--- src/rtl/adc_spi_sampler_if.sv ---
// Sampler bundle: enable input, ADC serial pins, sample output and status flags.
interface adc_spi_sampler_if #(
  parameter int unsigned WIDTH = 16
) ();
  logic                    en;
  logic                    adc_miso;
  logic                    adc_cs_n;
  logic                    adc_sclk;
  logic signed [WIDTH-1:0] samp;
  logic                    samp_stb;
  logic                    busy;
  logic                    ovr;

  // Sampler side: drives the ADC pins and the sample/status outputs.
  modport master (
    input  en, adc_miso,
    output adc_cs_n, adc_sclk, samp, samp_stb, busy, ovr
  );

  // Environment side: supplies enable and ADC data, consumes samples.
  modport slave (
    output en, adc_miso,
    input  adc_cs_n, adc_sclk, samp, samp_stb, busy, ovr
  );
endinterface

--- src/rtl/adc_spi_sampler.sv ---
// Periodic serial-ADC reader: tick -> conversion wait -> MSB-first shift -> signed sample strobe.
module adc_spi_sampler #(
  parameter int unsigned WIDTH      = 16,
  parameter int unsigned CLK_DIV    = 4,
  parameter int unsigned CONV_CYC   = 100,
  parameter int unsigned SAMP_DIV   = 1000,
  parameter bit          OFFSET_BIN = 1'b1
) (
  input logic               clk,
  input logic               nrst,
  adc_spi_sampler_if.master bus
);

  localparam int unsigned PerW   = (SAMP_DIV > 1) ? $clog2(SAMP_DIV) : 1;
  localparam int unsigned DivTop = (CONV_CYC > CLK_DIV) ? CONV_CYC : CLK_DIV;
  localparam int unsigned DivW   = (DivTop > 1) ? $clog2(DivTop) : 1;
  localparam int unsigned BitW   = (WIDTH > 1) ? $clog2(WIDTH) : 1;

  localparam logic [PerW-1:0] PerMax  = PerW'(SAMP_DIV - 1);
  localparam logic [DivW-1:0] ConvMax = DivW'(CONV_CYC - 1);
  localparam logic [DivW-1:0] HalfMax = DivW'(CLK_DIV - 1);
  localparam logic [BitW-1:0] BitMax  = BitW'(WIDTH - 1);

  typedef enum logic [1:0] {StIdle, StConv, StShift, StDone} state_e;

  state_e             state_q, state_d;
  logic [PerW-1:0]    per_q, per_d;
  logic               en_q;
  logic               tick;
  logic [DivW-1:0]    div_q, div_d;
  logic [BitW-1:0]    bit_q, bit_d;
  logic               sclk_q, sclk_d;
  logic               cs_n_q, cs_n_d;
  logic [WIDTH-1:0]   shift_q, shift_d;
  logic [WIDTH-1:0]   samp_q, samp_d;
  logic [WIDTH-1:0]   conv;
  logic               stb_q, stb_d;
  logic               busy_q, busy_d;
  logic               ovr_q, ovr_d;

  // Period counter: parked at zero while disabled; en_q delays the start by one cycle so the
  // first tick lands SAMP_DIV cycles after en rises.
  always_comb begin
    per_d = per_q;
    if (!bus.en || !en_q) begin
      per_d = '0;
    end else if (per_q == PerMax) begin
      per_d = '0;
    end else begin
      per_d = per_q + 1'b1;
    end
  end

  // Raw en gates the tick so a tick coinciding with en falling is ignored.
  assign tick = bus.en && en_q && (per_q == PerMax);

  // Offset-binary codes become two's complement by flipping the sign bit.
  always_comb begin
    conv = shift_q;
    if (OFFSET_BIN) begin
      conv[WIDTH-1] = ~shift_q[WIDTH-1];
    end
  end

  // Frame sequencer: next state plus next value of every registered output.
  always_comb begin
    state_d = state_q;
    div_d   = div_q;
    bit_d   = bit_q;
    sclk_d  = 1'b0;
    cs_n_d  = 1'b1;
    shift_d = shift_q;
    samp_d  = samp_q;
    stb_d   = 1'b0;
    ovr_d   = ovr_q;
    unique case (state_q)
      StIdle: begin
        if (tick) begin
          state_d = StConv;
          div_d   = '0;
          cs_n_d  = 1'b0;
        end
      end
      StConv: begin
        cs_n_d = 1'b0;
        if (div_q == ConvMax) begin
          state_d = StShift;
          div_d   = '0;
          bit_d   = '0;
        end else begin
          div_d = div_q + 1'b1;
        end
      end
      StShift: begin
        cs_n_d = 1'b0;
        sclk_d = sclk_q;
        if (div_q == HalfMax) begin
          div_d  = '0;
          sclk_d = ~sclk_q;
          if (!sclk_q) begin
            // Capture on the edge that raises sclk.
            shift_d = {shift_q[WIDTH-2:0], bus.adc_miso};
          end else if (bit_q == BitMax) begin
            state_d = StDone;
            samp_d  = conv;
            stb_d   = 1'b1;
            cs_n_d  = 1'b1;
            sclk_d  = 1'b0;
          end else begin
            bit_d = bit_q + 1'b1;
          end
        end else begin
          div_d = div_q + 1'b1;
        end
      end
      StDone: begin
        state_d = StIdle;
      end
      default: begin
        state_d = StIdle;
      end
    endcase
    // A tick is never queued; landing while a frame is in flight only flags overrun.
    if (tick && (state_q != StIdle)) begin
      ovr_d = 1'b1;
    end
    if (!bus.en) begin
      ovr_d = 1'b0;
    end
  end

  assign busy_d = (state_d != StIdle);

  // Period counter and enable delay registers.
  always_ff @(posedge clk or negedge nrst) begin
    if (!nrst) begin
      per_q <= '0;
      en_q  <= 1'b0;
    end else begin
      per_q <= per_d;
      en_q  <= bus.en;
    end
  end

  // Frame state and registered outputs; reset aborts any frame in flight.
  always_ff @(posedge clk or negedge nrst) begin
    if (!nrst) begin
      state_q <= StIdle;
      div_q   <= '0;
      bit_q   <= '0;
      sclk_q  <= 1'b0;
      cs_n_q  <= 1'b1;
      shift_q <= '0;
      samp_q  <= '0;
      stb_q   <= 1'b0;
      busy_q  <= 1'b0;
      ovr_q   <= 1'b0;
    end else begin
      state_q <= state_d;
      div_q   <= div_d;
      bit_q   <= bit_d;
      sclk_q  <= sclk_d;
      cs_n_q  <= cs_n_d;
      shift_q <= shift_d;
      samp_q  <= samp_d;
      stb_q   <= stb_d;
      busy_q  <= busy_d;
      ovr_q   <= ovr_d;
    end
  end

  assign bus.adc_cs_n = cs_n_q;
  assign bus.adc_sclk = sclk_q;
  assign bus.samp     = samp_q;
  assign bus.samp_stb = stb_q;
  assign bus.busy     = busy_q;
  assign bus.ovr      = ovr_q;

endmodule
--- src/flat_wrapper.sv ---
// flat-port wrapper written by rule: the top's interface ports become plain ports
module adc_spi_sampler_flat 
#(
  parameter int unsigned WIDTH      = 16,
  parameter int unsigned CLK_DIV    = 4,
  parameter int unsigned CONV_CYC   = 100,
  parameter int unsigned SAMP_DIV   = 1000,
  parameter bit          OFFSET_BIN = 1'b1
)
  (clk, nrst, bus_en, bus_adc_miso, bus_adc_cs_n, bus_adc_sclk, bus_samp, bus_samp_stb, bus_busy, bus_ovr);
  adc_spi_sampler_if #(.WIDTH(WIDTH)) bus_i ();
  input logic clk;
  input logic nrst;
  input wire logic [$bits(bus_i.en)-1:0] bus_en;
  input wire logic [$bits(bus_i.adc_miso)-1:0] bus_adc_miso;
  output wire logic [$bits(bus_i.adc_cs_n)-1:0] bus_adc_cs_n;
  output wire logic [$bits(bus_i.adc_sclk)-1:0] bus_adc_sclk;
  output wire logic [$bits(bus_i.samp)-1:0] bus_samp;
  output wire logic [$bits(bus_i.samp_stb)-1:0] bus_samp_stb;
  output wire logic [$bits(bus_i.busy)-1:0] bus_busy;
  output wire logic [$bits(bus_i.ovr)-1:0] bus_ovr;
  assign bus_i.en = bus_en;
  assign bus_i.adc_miso = bus_adc_miso;
  assign bus_adc_cs_n = bus_i.adc_cs_n;
  assign bus_adc_sclk = bus_i.adc_sclk;
  assign bus_samp = bus_i.samp;
  assign bus_samp_stb = bus_i.samp_stb;
  assign bus_busy = bus_i.busy;
  assign bus_ovr = bus_i.ovr;
  adc_spi_sampler #(.WIDTH(WIDTH), .CLK_DIV(CLK_DIV), .CONV_CYC(CONV_CYC), .SAMP_DIV(SAMP_DIV), .OFFSET_BIN(OFFSET_BIN)) u_core (.clk(clk), .nrst(nrst), .bus(bus_i));
endmodule
--- config.mk ---
export PLATFORM = sky130hd
export DESIGN_NAME = adc_spi_sampler_flat
export DESIGN_NICKNAME = d
export VERILOG_FILES = /design/src/rtl/adc_spi_sampler_if.sv /design/src/rtl/adc_spi_sampler.sv /design/src/flat_wrapper.sv
export SDC_FILE = /design/constraint.sdc
export NUM_CORES = 1
export LEC_CHECK = 0
export ABC_AREA = 1
export CELL_PAD_IN_SITES_DETAIL_PLACEMENT = 1
export CELL_PAD_IN_SITES_GLOBAL_PLACEMENT = 1
export CORE_MARGIN = 8
export CORE_UTILIZATION = 51
export DETAILED_ROUTE_END_ITERATION = 16
export DONT_BUFFER_PORTS = 1
export PLACE_DENSITY_LB_ADDON = 0.1
export SYNTH_ARGS = -nofsm -noshare
export SYNTH_HDL_FRONTEND = slang
export SYNTH_SLANG_ARGS = --single-unit
export TNS_END_PERCENT = 5
--- constraint.sdc ---
create_clock -name clk -period 2.8 [get_ports clk]
set_input_delay 0.42 -clock clk [delete_from_list [all_inputs] [get_ports clk]]
set_output_delay 0.42 -clock clk [all_outputs]
set_load 0.05 [all_outputs]
-- Yosys cells after proc, flatten, opt, wreduce, memory -nomap -nowiden
Index checks and enable logic that the tools add are counted.
- bitwise operators: 2
- equality and inequality tests: 13
- reduce and logical (&&, ||, !) cells: 15
- muxes and demuxes: 29
- $add $sub $neg: 3
- operators by type and width (kind ; number):
    $mux W7 ; 3
    $pmux W7 S3 ; 1
    $mux W10 ; 2
    $mux W4 ; 4
    $mux W1 ; 11
    $add A10 B1 Y10 const B ; 1
    $eq A10 B10 Y1 const B ; 1
    $mux W2 ; 5
    $ne A2 B1 Y1 const B ; 5
    $pmux W2 S4 ; 1
    $pmux W4 S2 ; 1
    $add A7 B1 Y7 const B ; 1
    $eq A7 B2 Y1 const B ; 1
    $eq A7 B7 Y1 const B ; 1
    $reduce_bool A2 Y1 ; 3
    $reduce_and A5 Y1 ; 1
    $add A4 B1 Y4 const B ; 1
    $eq A2 B2 Y1 const B ; 2
    $eq A4 B4 Y1 const B ; 1
    $reduce_and A4 Y1 ; 1
    $logic_and A1 B1 Y1 ; 3
    $pmux W1 S3 ; 1
    $reduce_and A3 Y1 ; 1
    $reduce_bool A3 Y1 ; 1
    7 further kinds ; 9
- output and inout bits: 21
- flip-flop bits (word level): 61
- input port bits: 4
- word-level logic and storage cells: 74

-- Logic depth before layout (Yosys ltp)
- word-level depth: 6
- gate-level depth with buffers: 11
- gate-level depth less buffers: 10

-- Least setup slack after synthesis
OpenSTA, ideal clock, no wires.
- kind: register -> register
- start point: reg u_core.state_q[0]
- end point: reg u_core.bit_q[2]
- library setup time: 0.119 ns
- buffers on the path: 1
- arrival time: 1.453 ns
- setup slack: 1.228 ns
- cell stages (with the launch flop): 10
- clock period less this slack: 1.572 ns
- data required time: 2.681 ns
- cell sequence: dfrtp_1 -> inv_1 -> ha_1 -> buf_6 -> inv_4 -> nor2_1 -> nor3_2 -> nand3_4 -> a21oi_1 -> nor2_1
- word-level cells in the longest chain between the ends: 3
- elaborated cells between the ends (all ways): 9
- those cells by class: eq/ne (6); mux (1); reduce/logical (2)
- ends and longest elaborated chain (item ; RTL line ; text):
    start: declaration ; adc_spi_sampler.sv:26 ; state_e state_q, state_d;
    start signal: assignment ; adc_spi_sampler.sv:148 ; state_q <= StIdle;
    start signal: assignment ; adc_spi_sampler.sv:159 ; state_q <= state_d;
    $eq A2 B2 Y1 or $eq A2 B1 Y1 (tied branches) ; adc_spi_sampler.sv:76 ; unique case (state_q)
    $ne A2 B1 Y1 (no line), or another cell as far along ; - ;
    $reduce_and A5 Y1 (no line) ; - ;
    end signal: assignment ; adc_spi_sampler.sv:161 ; bit_q <= bit_d;
    end: declaration ; adc_spi_sampler.sv:31 ; logic [BitW-1:0] bit_q, bit_d;
Several ways; a longest one is shown, not always the timed one.
A chain may end at the register's enable or synchronous reset.

-- Final worst setup path
- start point: reg u_core.state_q[0]
- end point: reg u_core.samp_q[0], in the netlist u_core.bus.samp[0]
- word-level cells in the longest chain between the ends: 2
- ends and longest elaborated chain (item ; RTL line ; text):
    $eq A2 B2 Y1 ; adc_spi_sampler.sv:76 ;
    $reduce_and A4 Y1 (no line) ; - ;
    end signal: assignment ; adc_spi_sampler.sv:165 ; samp_q <= samp_d;
    end: declaration ; adc_spi_sampler.sv:35 ; logic [WIDTH-1:0] samp_q, samp_d;
No other way between the ends.

==> metrics list <==
- Run status: completed
- Across every metal layer, demand over resource in global routing totals 0.150.
- DR WL/cell: 14.6 µm
- The die covers 8690 µm².
* Remaining DRCs: 0
- In this run, CTS created clock tree buffers numbering 9.
* Detailed-placement wirelength estimate: 3950 µm
* Clock tree from TritonCTS: done
* Relative slew slack: 0.582
- Maximum buffer depth of the clock tree: 2
- Class of the tightest hold or removal check: input pin to flop
* Die boundary height: 93.2 µm
- The core region is 5850 µm².
- Yosys reg bits: 61
- Largest net degree at the start of global routing: 62
- Starting DRC count in detailed routing: 50
* Unique masters post-synth: 30
- Vias in the first global route: 2073
* Antenna viol nets, final: 0
- The share of the Yosys chip area taken by registers is 0.502.
- For this run, the share of the core covered by cells in the final layout is 0.560.
* Most frequent cells in the layout: 60 x dfrtp_1, 59 x nand2_1, 34 x inv_1
* Maximum net fanout on the critical path: 32
- Final layout net count: 333
* Number of flops mapped to enable cells by yosys: 0
- For this block, the via count after detailed routing is 2007.
- In this run the static leakage power is 1.50 nW.
- Kind of critical path: flop to flop
- The number of slew-limit violations in the final report was 0.
* Most frequent standard cell in the layout excluding fill and tap cells: dfrtp_1
* # H-tree levels: 3
- Yosys printed 0 warnings.
- In this run the power density over the cells is 528 nW/µm².
- Register clock-pin slew on the reported worst setup and hold paths: 0.07 ns
- Clock sinks: 61
* Top FF cell, synth: dfrtp_1
- The hold violation count in the final report came to 0.
- Dividing the detail-routed via count by the number of cells gives 5.00.
- Subtracting the final worst setup slack from the clock period gives 2.15 ns.
- Setup_tns: 0 ns
- Horiz. Die Dim: 93.2 µm
- STA classifies the critical path endpoint as a flop.
* Number of nets produced by synthesis: 329
- Hold Buf Count CTS: 2
- After global routing the overflow that remains totals 0.
- The repair_antennas step left the layout with diodes totalling 0.
- Total setup buffers inserted after CTS: 0
- Gate count of the mapped netlist: 318
- First-pass GRT wire length: 10100 µm
- For this configuration, the core starts out at a cell density of 0.520.
- At the later pin of the worst-skew pair, clock insertion delay measures 0.33 ns.
- Data on the critical path is required at its endpoint by 3.01 ns.
- The pre-antenna-repair detailed-routing pass consisted of 4 iterations.
- Timing would allow up to 466 MHz.
- In the finished design, the share of the clock period the worst path needs comes to 0.767.
* Maximum vdd ir drop: 0.241 mV
- The initial antenna violation count came to 0.
- The cell sitting at the root of the clock tree is a clkbuf_8.
- Area growth from synthesis to layout: 7.78%
- After synthesis, the share of flip-flops with an asynchronous set or reset is 1.00.
- Count of boundary I/O pins: 25
* Fraction of final layout cells with drive strength greater than 1: 0.279
- Buffers placed on the I/O ports in this run total 0.
- Gpl congestion: 0.760
- For the pin with the worst max-slew slack, the measured transition is 0.627 ns.
- Arrival time at the worst endpoint: 2.35 ns
- The clock arrives with 0.00940 ns of skew.
- A synthesized cell averages 9.56 µm².
* Mapped cell area: 3040 µm²
- The final layout contains routed wiring with a total length of 5860 µm.
* Number of maximum-capacitance violations: 0
- After clock tree synthesis, the repair step resized 0 gates.
- Setup repair after global routing left no endpoint under its margin.
* Nature of the critical path startpoint: flop
* Row count: 28
- Number of endpoints failing setup at the final stage: 0
==> worst paths after layout <==
check                           slack (ns)                from                   to  cells past startpoint
worst min register to register        0.46  u_core.shift_q[15]  u_core.bus.samp[15]                      1
worst max register to register        0.65   u_core.state_q[0]   u_core.bus.samp[0]                      7
worst min-delay path                  0.12              bus_en          u_core.en_q                      0
max in group asynchronous             1.87                nrst  u_core.bus.adc_cs_n                      2
min in group asynchronous             0.64                nrst      u_core.per_q[2]                      2
worst max-delay path                  0.65   u_core.state_q[0]   u_core.bus.samp[0]                      7
==> area by class of cell <==
cell class	instances	area, µm²
multi-input cells	211	1270
fillers	660	2570
well taps	75	93.8
flip-flops and latches	61	1530
repair buffers	2	37.5
clock inverters	4	47.5
inverters	37	146
clock buffers	11	151
==> critical path, stage by stage (launching register included) <==
cell and delay (ns):
dfrtp_1 0.41, inv_1 0.11, ha_1 0.45, nand2_2 0.12, nor2_4 0.16, nand3_4 0.44, nand2_1 0.25, o21ai_2 0.07
==> registers in the layout, indices dropped and copies added (netlist names) <==
register	cells
u_core.bus.samp_stb	1
u_core.bus.busy	1
u_core.bit_q	4
u_core.bus.adc_cs_n	1
u_core.en_q	1
u_core.div_q	7
u_core.bus.samp	16
u_core.shift_q	16
u_core.per_q	10
u_core.bus.adc_sclk	1
u_core.bus.ovr	1
u_core.state_q	2
==> cell usage after synthesis (2+ instances only) <==
| library cell | instances | area [µm²] |
|---|---|---|
| nand2_1 | 59 | 221 |
| nand3_4 | 2 | 35.0 |
| nand2_2 | 23 | 144 |
| buf_6 | 8 | 90.1 |
| o21ai_2 | 31 | 272 |
| inv_1 | 34 | 128 |
| nand4_1 | 2 | 12.5 |
| nand3b_1 | 2 | 15.0 |
| o21ai_1 | 8 | 40.0 |
| nor2_4 | 2 | 22.5 |
| nand3_1 | 21 | 105 |
| o21ai_0 | 6 | 30.0 |
| or2_2 | 2 | 12.5 |
| nor3_2 | 2 | 20.0 |
| nand2_4 | 3 | 33.8 |
| ha_1 | 7 | 87.6 |
| nor2_2 | 4 | 25.0 |
| nor2_1 | 20 | 75.1 |
| a21oi_1 | 8 | 40.0 |
| dfrtp_1 | 60 | 1500 |
| xor2_1 | 5 | 43.8 |
==> kinds of logic after synthesis <==
group	after synthesis	share of synthesized area
AO/OA/AOI/OAI	55	0.131
XOR/XNOR	5	0.0144
adder cells (fa/ha/maj)	7	0.0288
buffers and inverters	46	0.0790
flip-flops	61	0.502
AND/OR/NAND/NOR	144	0.244
==> metal layers <==
layer	GRT usage	routed length [µm]
met2	0.224	2700
met3	0.0537	254
met5	0	0
met1	0.192	2800
met4	0.0644	99
==> through the flow <==
step                      hold WS [ns]  power [mW]  cells  setup WS (ns)  cell area, µm²
after floorplan                  0.124       0.924    318           1.23            3040
after global placement           0.126       0.927    384          0.776            3040
after detailed placement         0.126       0.929    384          0.682            3040
after CTS                       0.0977        1.76    401          0.631            3280
after global routing            0.0929        1.80    401          0.456            3280
final                            0.119        1.73    401          0.653            3280
==> report_power, final <==
| group | leakage [nW] | switching, mW | internal [mW] |
|---|---|---|---|
| combinational | 0.594 | 0.0314 | 0.0111 |
| sequential | 0.804 | 0.00368 | 0.888 |
| clock | 0.101 | 0.343 | 0.452 |
| total | 1.50 | 0.378 | 1.35 |
Power figures use the tool's default switching activity.
